### src/rtl/pkt_stream_sink.sv
// Stream sink: frames 64b/8b-ctrl packets, counts stats, captures last packet.
// Define RX_CSUM_EN to add the csum output (XOR of the last good packet).
module pkt_stream_sink #(
   parameter int DATA_WIDTH = 64,
   parameter int CTRL_WIDTH = DATA_WIDTH / 8,
   parameter int CAP_DEPTH  = 16,
   parameter int CNT_WIDTH  = 32
) (
   input  logic                         clk,
   input  logic                         reset,
   input  logic [DATA_WIDTH-1:0]        in_data,
   input  logic [CTRL_WIDTH-1:0]        in_ctrl,
   input  logic                         in_wr,
   output logic                         in_rdy,
   input  logic                         sink_en,
   output logic                         pkt_done,
   output logic [CNT_WIDTH-1:0]         pkt_cnt,
   output logic [CNT_WIDTH-1:0]         word_cnt,
   output logic [CNT_WIDTH-1:0]         byte_cnt,
   output logic [CNT_WIDTH-1:0]         err_cnt,
   output logic [15:0]                  last_len,
   input  logic [$clog2(CAP_DEPTH)-1:0] cap_addr,
   output logic [DATA_WIDTH-1:0]        cap_data,
   output logic [CTRL_WIDTH-1:0]        cap_ctrl
`ifdef RX_CSUM_EN
   ,
   output logic [DATA_WIDTH-1:0]        csum
`endif
);

   localparam int AW = $clog2(CAP_DEPTH);
   localparam int PW = AW + 1;
   localparam int BW = $clog2(CTRL_WIDTH + 1);
   localparam logic [PW-1:0] CAP_FULL = PW'(CAP_DEPTH);

   typedef enum logic [1:0] {
      S_IDLE,
      S_HDR,
      S_BODY,
      S_DROP
   } state_t;

   state_t r_state;
   state_t w_next;

   logic w_acc;
   logic w_ovf;
   logic w_is_hdr;
   logic w_is_body;
   logic w_is_eop;
   logic w_err;
   logic w_eop;
   logic w_cap_we;
   logic w_start;
   logic w_body_inc;

   logic [BW-1:0]         w_bytes;
   logic [19:0]           w_len;
   logic [15:0]           w_len_sat;
   logic [15:0]           r_body;
   logic [PW-1:0]         r_ptr;
   logic [AW-1:0]         w_waddr;
   logic                  w_wen;

   logic                  r_done;
   logic [CNT_WIDTH-1:0]  r_pkt_cnt;
   logic [CNT_WIDTH-1:0]  r_word_cnt;
   logic [CNT_WIDTH-1:0]  r_byte_cnt;
   logic [CNT_WIDTH-1:0]  r_err_cnt;
   logic [15:0]           r_last_len;
   logic [DATA_WIDTH-1:0] r_cap_d;
   logic [CTRL_WIDTH-1:0] r_cap_c;

   logic [DATA_WIDTH-1:0] r_mem_d [CAP_DEPTH];
   logic [CTRL_WIDTH-1:0] r_mem_c [CAP_DEPTH];

   assign in_rdy    = sink_en && !reset;
   assign w_acc     = in_wr && in_rdy;
   assign w_ovf     = in_wr && !in_rdy;
   assign w_is_hdr  = (in_ctrl == {CTRL_WIDTH{1'b1}});
   assign w_is_body = (in_ctrl == '0);
   assign w_is_eop  = !w_is_body &&
                      ((in_ctrl & (in_ctrl - CTRL_WIDTH'(1))) == '0);

   // Valid bytes in the EOP word: the one-hot bit index counts from the MSB.
   always_comb begin
      w_bytes = '0;
      for (int i = 0; i < CTRL_WIDTH; i++) begin
         if (in_ctrl[i]) w_bytes = BW'(CTRL_WIDTH - i);
      end
   end

   assign w_len     = 20'(r_body) * 20'(CTRL_WIDTH) + 20'(w_bytes);
   assign w_len_sat = (w_len[19:16] != '0) ? 16'hFFFF : w_len[15:0];

   always_ff @(posedge clk) begin
      if (reset) r_state <= S_IDLE;
      else       r_state <= w_next;
   end

   always_comb begin
      w_next     = r_state;
      w_err      = 1'b0;
      w_eop      = 1'b0;
      w_cap_we   = 1'b0;
      w_start    = 1'b0;
      w_body_inc = 1'b0;
      if (w_acc) begin
         unique case (r_state)
            S_IDLE: begin
               if (w_is_hdr) begin
                  w_next   = S_HDR;
                  w_start  = 1'b1;
                  w_cap_we = 1'b1;
               end else begin
                  w_err = 1'b1;
                  if (w_is_body || w_is_eop) w_next = S_DROP;
               end
            end
            S_HDR: begin
               if (w_is_hdr) begin
                  w_cap_we = 1'b1;
               end else if (w_is_body) begin
                  w_next     = S_BODY;
                  w_cap_we   = 1'b1;
                  w_body_inc = 1'b1;
               end else if (w_is_eop) begin
                  w_next   = S_IDLE;
                  w_cap_we = 1'b1;
                  w_eop    = 1'b1;
               end else begin
                  w_next = S_DROP;
                  w_err  = 1'b1;
               end
            end
            S_BODY: begin
               if (w_is_body) begin
                  w_cap_we   = 1'b1;
                  w_body_inc = 1'b1;
               end else if (w_is_eop) begin
                  w_next   = S_IDLE;
                  w_cap_we = 1'b1;
                  w_eop    = 1'b1;
               end else begin
                  w_next = S_DROP;
                  w_err  = 1'b1;
               end
            end
            S_DROP: begin
               if (w_is_eop) w_next = S_IDLE;
            end
            default: w_next = S_IDLE;
         endcase
      end
   end

   // The first header always lands at index 0, whatever the pointer holds.
   assign w_waddr = w_start ? '0 : r_ptr[AW-1:0];
   assign w_wen   = w_cap_we && (w_start || (r_ptr < CAP_FULL));

   always_ff @(posedge clk) begin
      if (w_wen) begin
         r_mem_d[w_waddr] <= in_data;
         r_mem_c[w_waddr] <= in_ctrl;
      end
   end

   always_ff @(posedge clk) begin
      if (reset) begin
         r_ptr      <= '0;
         r_body     <= '0;
         r_done     <= 1'b0;
         r_pkt_cnt  <= '0;
         r_word_cnt <= '0;
         r_byte_cnt <= '0;
         r_err_cnt  <= '0;
         r_last_len <= '0;
         r_cap_d    <= '0;
         r_cap_c    <= '0;
      end else begin
         r_done  <= w_eop;
         r_cap_d <= r_mem_d[cap_addr];
         r_cap_c <= r_mem_c[cap_addr];
         if (w_start) begin
            r_ptr  <= PW'(1);
            r_body <= '0;
         end else begin
            if (w_cap_we && (r_ptr < CAP_FULL)) r_ptr <= r_ptr + PW'(1);
            if (w_body_inc && (r_body != 16'hFFFF)) r_body <= r_body + 16'd1;
         end
         if (w_acc) r_word_cnt <= r_word_cnt + CNT_WIDTH'(1);
         if (w_err || w_ovf) r_err_cnt <= r_err_cnt + CNT_WIDTH'(1);
         if (w_eop) begin
            r_pkt_cnt  <= r_pkt_cnt + CNT_WIDTH'(1);
            r_last_len <= w_len_sat;
            r_byte_cnt <= r_byte_cnt + CNT_WIDTH'(w_len_sat);
         end
      end
   end

`ifdef RX_CSUM_EN
   logic [DATA_WIDTH-1:0] r_csum_acc;
   logic [DATA_WIDTH-1:0] r_csum;

   always_ff @(posedge clk) begin
      if (reset) begin
         r_csum_acc <= '0;
         r_csum     <= '0;
      end else begin
         if (w_start)       r_csum_acc <= in_data;
         else if (w_cap_we) r_csum_acc <= r_csum_acc ^ in_data;
         if (w_eop)         r_csum     <= r_csum_acc ^ in_data;
      end
   end

   assign csum = r_csum;
`endif

   assign pkt_done = r_done;
   assign pkt_cnt  = r_pkt_cnt;
   assign word_cnt = r_word_cnt;
   assign byte_cnt = r_byte_cnt;
   assign err_cnt  = r_err_cnt;
   assign last_len = r_last_len;
   assign cap_data = r_cap_d;
   assign cap_ctrl = r_cap_c;

endmodule

### config.mk
export PLATFORM = sky130hd
export DESIGN_NAME = pkt_stream_sink
export DESIGN_NICKNAME = d
export VERILOG_FILES = /design/src/rtl/pkt_stream_sink.sv
export SDC_FILE = /design/constraint.sdc
export NUM_CORES = 1
export LEC_CHECK = 0
export ABC_CLOCK_PERIOD_IN_PS = 37800
export CORE_ASPECT_RATIO = 1.75
export CORE_UTILIZATION = 35
export CTS_BUF_LIST = sky130_fd_sc_hd__clkbuf_8
export DETAILED_ROUTE_END_ITERATION = 12
export GPL_TIMING_DRIVEN = 0
export HOLD_SLACK_MARGIN = 0.03
export SETUP_SLACK_MARGIN = 0.1
export SLEW_MARGIN = 20
export SYNTH_ARGS = -nofsm -noshare
export SYNTH_HDL_FRONTEND = slang
export SYNTH_SLANG_ARGS = --single-unit
### constraint.sdc
create_clock -name clk -period 37.8 [get_ports clk]
set_clock_uncertainty 0.05 [all_clocks]
set_input_delay 7.56 -clock clk [delete_from_list [all_inputs] [get_ports clk]]
set_output_delay 7.56 -clock clk [all_outputs]
set_load 0.01 [all_outputs]
# After elaboration in Yosys (flattened, before gate mapping)
# Memory sizes are Yosys's and may differ from the RTL's. A register that Yosys moved wholly into a read port is not among the register bits.
# Cells that the tools add are included.
# word_totals
regBits	168
latch_bits	0
mem_bits_rw	1152
mem_bits_ro	0
inputBits	80
output_inout_bits	218
mem_count	2
# classes
add_sub_neg	8
n_mul	0
div_mod_pow	0
n_lt_le_gt_ge	1
eq_ne	9
shift	0
muxes	44
bitwise_logic	1
n_reduce_logical	20
# mem_list
name	depth	width	rd	rd_clocked_by_memory_dff	wr	line	source
r_mem_d	16	64	1	1	1	74	logic [DATA_WIDTH-1:0] r_mem_d [CAP_DEPTH];
r_mem_c	16	8	1	1	1	75	logic [CTRL_WIDTH-1:0] r_mem_c [CAP_DEPTH];
# ops
operator	n
$add 32x1->32 const B	3
$mux 4	9
$add 32x16->32	1
$mux 1	22
$add 19x4->20	1
$add 16x1->16 const B	1
$logic_not 8->1	2
$mux 16	1
$ne 16x16->1 const B	1
$mux 2	7
$and 8x8->8	1
$eq 8x8->1 const B	1
$pmux 2 s4	1
$sub 8x1->8 const B	1
$logic_and 1x1->1	7
$ne 2x2->1 const B	3
$pmux 1 s3	2
$add 5x1->5 const B	1
$lt 5x5->1 const B	1
$reduce_and 5->1	1
$eq 2x2->1 const B	2
$pmux 1 s2	2
$reduce_bool 4->1	1
$logic_not 1->1	3
other kinds (6)	8

# Logic depth before layout (Yosys ltp)
# Gate-level depths: netlist of the first run.
# logic_depth
word_depth	12
depth_mapped	22
mapped_depth_nobuf	20

# Worst setup path after synthesis of the first run
# OpenSTA, ideal clock, no wires.
# synth_path
path_kind	input to register
startpoint	input port in_ctrl[4]
endpoint	memory r_mem_c[5][0] (netlist name) (enable)
arrival_ps	16307
setup_slack_ps	20737
path_stages	8
path_cell_list	buf_2 nor3_1 o21a_1 a211oi_1 a211oi_1 o21ai_1 nand3b_1 nor4b_1
# synth_between
elab_chain_len	12
elab_cells_between_ends	20
cone_classes	add/sub (1); eq/ne (1); mux (11); bitwise (1); reduce/logical (6)
# synth_lines
element	line	source
start, declared	12	input logic [CTRL_WIDTH-1:0] in_ctrl,
$sub 8x1->8	83	((in_ctrl & (in_ctrl - CTRL_WIDTH'(1))) == '0);
$and 8x8->8	83	
$logic_not 8->1	83	
$logic_and 1x1->1	82	assign w_is_eop = !w_is_body &&
$mux 1	127, 140	
$mux 1	137	if (w_is_body) begin
$mux 1	121	if (w_is_hdr) begin
$pmux 1 s3	109	unique case (r_state)
$mux 1	108	if (w_acc) begin
$logic_and 1x1->1	159	assign w_wen = w_cap_we && (w_start || (r_ptr < CAP_FULL));
$mux 1	162	if (w_wen) begin
$mux 1 (not written as such)	164	r_mem_c[w_waddr] <= in_ctrl;
end, declared	75	
# Parallel ways exist; a longest one is shown, timed or not.

# Worst setup path after layout of the first run
# layout_path
startpoint	input port reset
endpoint	output port in_rdy
# layout_between
elab_chain_len	2
# layout_lines
element	line	source
start, declared	10	input logic reset,
$logic_not 1->1	77	assign in_rdy = sink_en && !reset;
$logic_and 1x1->1	77	
end, declared	14	output logic in_rdy,
# No other way between the ends.

==> results of run 1 <==
cell usage after synthesis (4+ instances only):
master,count,area share
a211oi_1,16,0.0022
a21o_1,4,0.00056
a21oi_1,60,0.0056
a311oi_1,18,0.0029
and2_1,12,0.0014
and3_1,33,0.0038
and4_1,10,0.0016
buf_1,16,0.0011
buf_2,27,0.0025
clkbuf_1,96,0.0067
dfxtp_1,240,0.089
edfxtp_1,1152,0.64
ha_1,28,0.0065
inv_1,25,0.0017
mux4_2,360,0.15
nand2_1,103,0.0072
nand2b_1,10,0.0012
nand3_1,45,0.0042
nand4_1,51,0.0059
nor2_1,157,0.011
nor2b_1,83,0.0097
nor3_1,15,0.0014
nor4_1,16,0.0019
nor4b_1,5,0.00081
o211ai_1,6,0.00084
o21a_1,4,0.00056
o21ai_0,35,0.0033
o31ai_1,6,0.00084
or3_1,25,0.0029
or4_1,7,0.00098
xnor2_1,38,0.0062
xor2_1,75,0.012
report_power, final:
part           internal, mW  total (mW)  leakage [nW]  switching [mW]
clock network         0.607        1.20          2.33           0.593
registers              1.66        1.67          12.3         0.00334
logic                0.0631       0.139          7.08          0.0755
total                  2.34        3.01          21.7           0.672
per-stage QoR:
step / hold slack, ns / setup WS (ns)
global route: 0.451 / 20.91
finish: 0.432 / 20.97
detailed placement: 0.421 / 20.97
CTS: 0.431 / 20.97
floorplan: 0.434 / 20.74
global placement: 0.411 / 8.59
path summary, 6_finish.rpt:
kind	startpoint	endpoint	depth (start not counted)
setup / recovery	reset	in_rdy	3
hold / removal	byte_cnt[13]$_SDFFE_PP0P_	byte_cnt[13]$_SDFFE_PP0P_	2
setup reg to reg	r_body[0]$_SDFFE_PP0P_	byte_cnt[28]$_SDFFE_PP0P_	18
hold reg to reg	byte_cnt[13]$_SDFFE_PP0P_	byte_cnt[13]$_SDFFE_PP0P_	2
tightest hold or removal path, cell delays in order (launching register included):
cell and delay [ns]:
dfxtp_1 0.33, nand2_1 0.06, a21oi_1 0.05
state kept, by name, indices dropped and copies added, names as in the netlist, 5 cells and up:
| signal | cells |
|---|---|
| byte_cnt | 32 |
| cap_ctrl | 8 |
| cap_data | 64 |
| err_cnt | 32 |
| last_len | 16 |
| pkt_cnt | 32 |
| r_body | 16 |
| r_mem_c | 128 |
| r_mem_d | 1024 |
| r_ptr | 5 |
| word_cnt | 32 |
routing by layer:
metal	part of all wire	global-route usage	vias up
li1	-	-	13000
met1	0.39	0.217	15400
met2	0.52	0.321	1046
met3	0.067	0.0457	220
met4	0.021	0.0505	14
met5	0.00068	0	-
cells by family (layout without fill, tap and decap cells):
family	count (synthesis)	count (layout)	share of synthesized area
AO/OA/AOI/OAI	178	178	0.0216
XOR/XNOR	113	113	0.0184
adder cells (fa/ha/maj)	29	29	0.00688
buffers and inverters	165	1098	0.0121
flip-flops	1392	1392	0.732
multiplexers	365	365	0.152
other	0	4	0
AND/OR/NAND/NOR	590	590	0.0569
area by class of cell:
class | instances | area (sq um) | share of cell area
antenna | 4 | 10.0 | 0.000154
buffer | 139 | 579 | 0.00889
clock buffer | 229 | 3150 | 0.0484
clock inverter | 155 | 915 | 0.0140
inverter | 26 | 97.6 | 0.00150
multi-input combinational | 1275 | 13800 | 0.212
sequential | 1392 | 39400 | 0.604
tap | 2016 | 2520 | 0.0387
timing repair buffer | 549 | 4660 | 0.0715
==> PnR_summary.wiki, run 1 <==
{| class="wikitable"
! Metric !! Value
|-
| Number of placed instances, taps included || 5,397
|-
| Cell with the largest stage delay on the worst path || clkdlybuf4s50_1
|-
| CP startpoint kind || input pin
|-
| Number of rows in the core area || 190
|-
| Most used DFF post-synth || edfxtp_1
|-
| Final routed wire length divided by cell count || 24.3 microns
|-
| CTS tree || yes
|-
| Count of mapped cells out of synthesis || 2,832
|-
| GRT Resource Usage Total || 0.181
|-
| Power Dens Cells || 46.1 mW/mm^2
|-
| Number of enable-type register cells in the synthesized netlist || 1,152
|-
| Most common cell after layout, fill and taps aside || edfxtp_1
|-
| Via count of the first global-routing pass || 30,900
|-
| Post-synth ARST share || 0
|-
| Post-CTS resize count || 0
|-
| Fin crit period || 16.83 ns
|-
| Post-DR vias/cell || 5.13
|-
| DRC violation count after routing || 0
|-
| Number of top-level pins || 298
|-
| Area of the core || 0.153 sq mm
|-
| Number of nets with antenna violations after detailed routing || 0
|-
| Largest delay contributor family on the critical path || buffers and inverters
|-
| Number of unique standard cell types used by synthesis || 69
|-
| Data arrival at the endpoint of the critical path || 9.22 ns
|-
| Post-CTS Repair Setup Buffers || 0
|-
| Filler instances || 13,500
|-
| Worst-skew pair later-pin latency || 0.91 ns
|-
| Final Cell Area || 0.0652 sq mm
|-
| Clock Tree Root || clkbuf_8
|-
| Starting Density || 0.352
|-
| HPWL after DPL || 99.5 mm
|-
| Mapped cell area || 0.0538 sq mm
|-
| Area of the die || 0.155 sq mm
|-
| Maximum vdd drop || 0.0424 mV
|-
| Width of the die || 298 microns
|-
| Top achievable clock speed || 59.4 MHz
|-
| Clock transition time at the flip-flop clock pins of the worst setup and hold paths || 0.06 ns
|-
| Initial antenna violation count || 14
|-
| GPL Wtd Cong || 0.827
|-
| Buffers & Inverters on Critical Path || 2
|-
| Number of max-slew violations in the final report || 0
|-
| Deepest level of the CTS H-tree || 4
|-
| Required time at the endpoint of the critical path || 30.19 ns
|-
| Final Core Density || 0.426
|-
| Setup repair after global routing missed its margin || no
|-
| Vias after detailed routing || 29,700
|-
| Cts hold-fix bufs || 0
|-
| Overall power || 3.01 mW
|-
| Syn avg cell area || 19.0 sq um
|-
| Slew of the pin with the lowest slew margin || 1.13 ns
|-
| Non-filler cells in the finished layout || 5,785
|-
| First-pass GRT wire length || 206 mm
|-
| Cell breakdown of the critical path || clkdlybuf4s50_1 > nor2b_1 > clkdlybuf4s50_1
|-
| Status || finished clean
|-
| Number of maximum-capacitance constraint violations || 0
|-
| Post-synthesis sequential area ratio || 0.732
|-
| Number of search-and-repair iterations in the first detailed-routing pass || 5
|-
| P_leak || 21.7 nW
|-
| Count of final hold-check violations || 0
|-
| Top library cells by usage in the layout, fill and taps aside || edfxtp_1, mux4_2, clkdlybuf4s50_1
|-
| Cell type with the highest occurrence count on the critical path || clkdlybuf4s50_1
|-
| Path category of the worst min-delay check || reg -> reg
|-
| Number of CTS-inserted buffers || 205
|-
| Global-route congestion overflow total || 0
|-
| Port Buf Inserts || 293
|-
| Maximum clock path buffer count || 3
|-
| Highest fanout seen on the critical path || 7
|-
| Max-slew headroom || 0.245
|-
| Area delta synth->final || 21.2%
|-
| Final-report setup violation count || 0
|-
| Net count of the finished layout || 3,697
|-
| Largest stage delay on the critical path || 0.67 ns
|-
| Nets in the synthesized netlist || 2,941
|-
| Flip-flop and latch count after synthesis || 1,392
|-
| Initial detailed-routing violation count || 2,233
|-
| Cell area reported after detailed placement || 0.0611 sq mm
|-
| TritonCTS sink count || 1,392
|-
| Nature of the critical path endpoint || primary output
|-
| Critical path class || in -> out
|-
| Worst setup slack for register-to-register paths || 31.97 ns
|-
| Share of post-route cells with drive strength above 1 || 0.257
|-
| Yosys Warn Count || 0
|-
| Drt total wl || 141 mm
|-
| Die H || 521 microns
|-
| Portion of the clock cycle consumed by the worst path in the final layout || 0.445
|-
| Largest net degree at the start of global routing || 24
|-
| Setup tns final || 0 ns
|}
No activity file was read; power rests on OpenSTA's default activity.
==> run 2, diff against run 1 <==
--- a/config.mk
+++ b/config.mk
@@ -5,7 +5,7 @@
 export SDC_FILE = /design/constraint.sdc
 export NUM_CORES = 1
 export LEC_CHECK = 0
-export ABC_CLOCK_PERIOD_IN_PS = 37800
+export ABC_CLOCK_PERIOD_IN_PS = 16000
 export CORE_ASPECT_RATIO = 1.75
 export CORE_UTILIZATION = 35
 export CTS_BUF_LIST = sky130_fd_sc_hd__clkbuf_8
==> constraint.sdc (replaced) <==
create_clock -name clk -period 16 [get_ports clk]
set_clock_uncertainty 0.05 [all_clocks]
set_input_delay 3.2 -clock clk [delete_from_list [all_inputs] [get_ports clk]]
set_output_delay 3.2 -clock clk [all_outputs]
set_load 0.01 [all_outputs]
==> results of run 2 <==
Same layout as run 1 (identical final DEF). Status: finished clean.
Among the figures that moved: setup slack after placement 20.97 ns -> 5.69 ns; setup slack after layout 20.97 ns -> 6.53 ns; start point of the critical path reset -> in_ctrl[2]; end point of the critical path in_rdy -> byte_cnt[28]$_SDFFE_PP0P_; register-to-register setup slack 31.97 ns -> 10.17 ns; total power 3.01 mW -> 7.10 mW; worst IR drop on VDD 0.0424 mV -> 0.100 mV
==> run 3, diff against run 2 <==
--- a/config.mk
+++ b/config.mk
@@ -5,7 +5,7 @@
 export SDC_FILE = /design/constraint.sdc
 export NUM_CORES = 1
 export LEC_CHECK = 0
-export ABC_CLOCK_PERIOD_IN_PS = 16000
+export ABC_CLOCK_PERIOD_IN_PS = 9090
 export CORE_ASPECT_RATIO = 1.75
 export CORE_UTILIZATION = 35
 export CTS_BUF_LIST = sky130_fd_sc_hd__clkbuf_8
==> constraint.sdc (replaced) <==
create_clock -name clk -period 9.09 [get_ports clk]
set_clock_uncertainty 0.05 [all_clocks]
set_input_delay 1.818 -clock clk [delete_from_list [all_inputs] [get_ports clk]]
set_output_delay 1.818 -clock clk [all_outputs]
set_load 0.01 [all_outputs]
==> results of run 3 <==
Same layout as run 1 (identical final DEF). Status: finished clean.
Among the figures that moved: setup slack after placement 20.97 ns -> 0.166 ns; setup slack after layout 20.97 ns -> 0.997 ns; start point of the critical path reset -> in_ctrl[2]; end point of the critical path in_rdy -> byte_cnt[28]$_SDFFE_PP0P_; register-to-register setup slack 31.97 ns -> 3.26 ns; total power 3.01 mW -> 12.5 mW; worst IR drop on VDD 0.0424 mV -> 0.176 mV
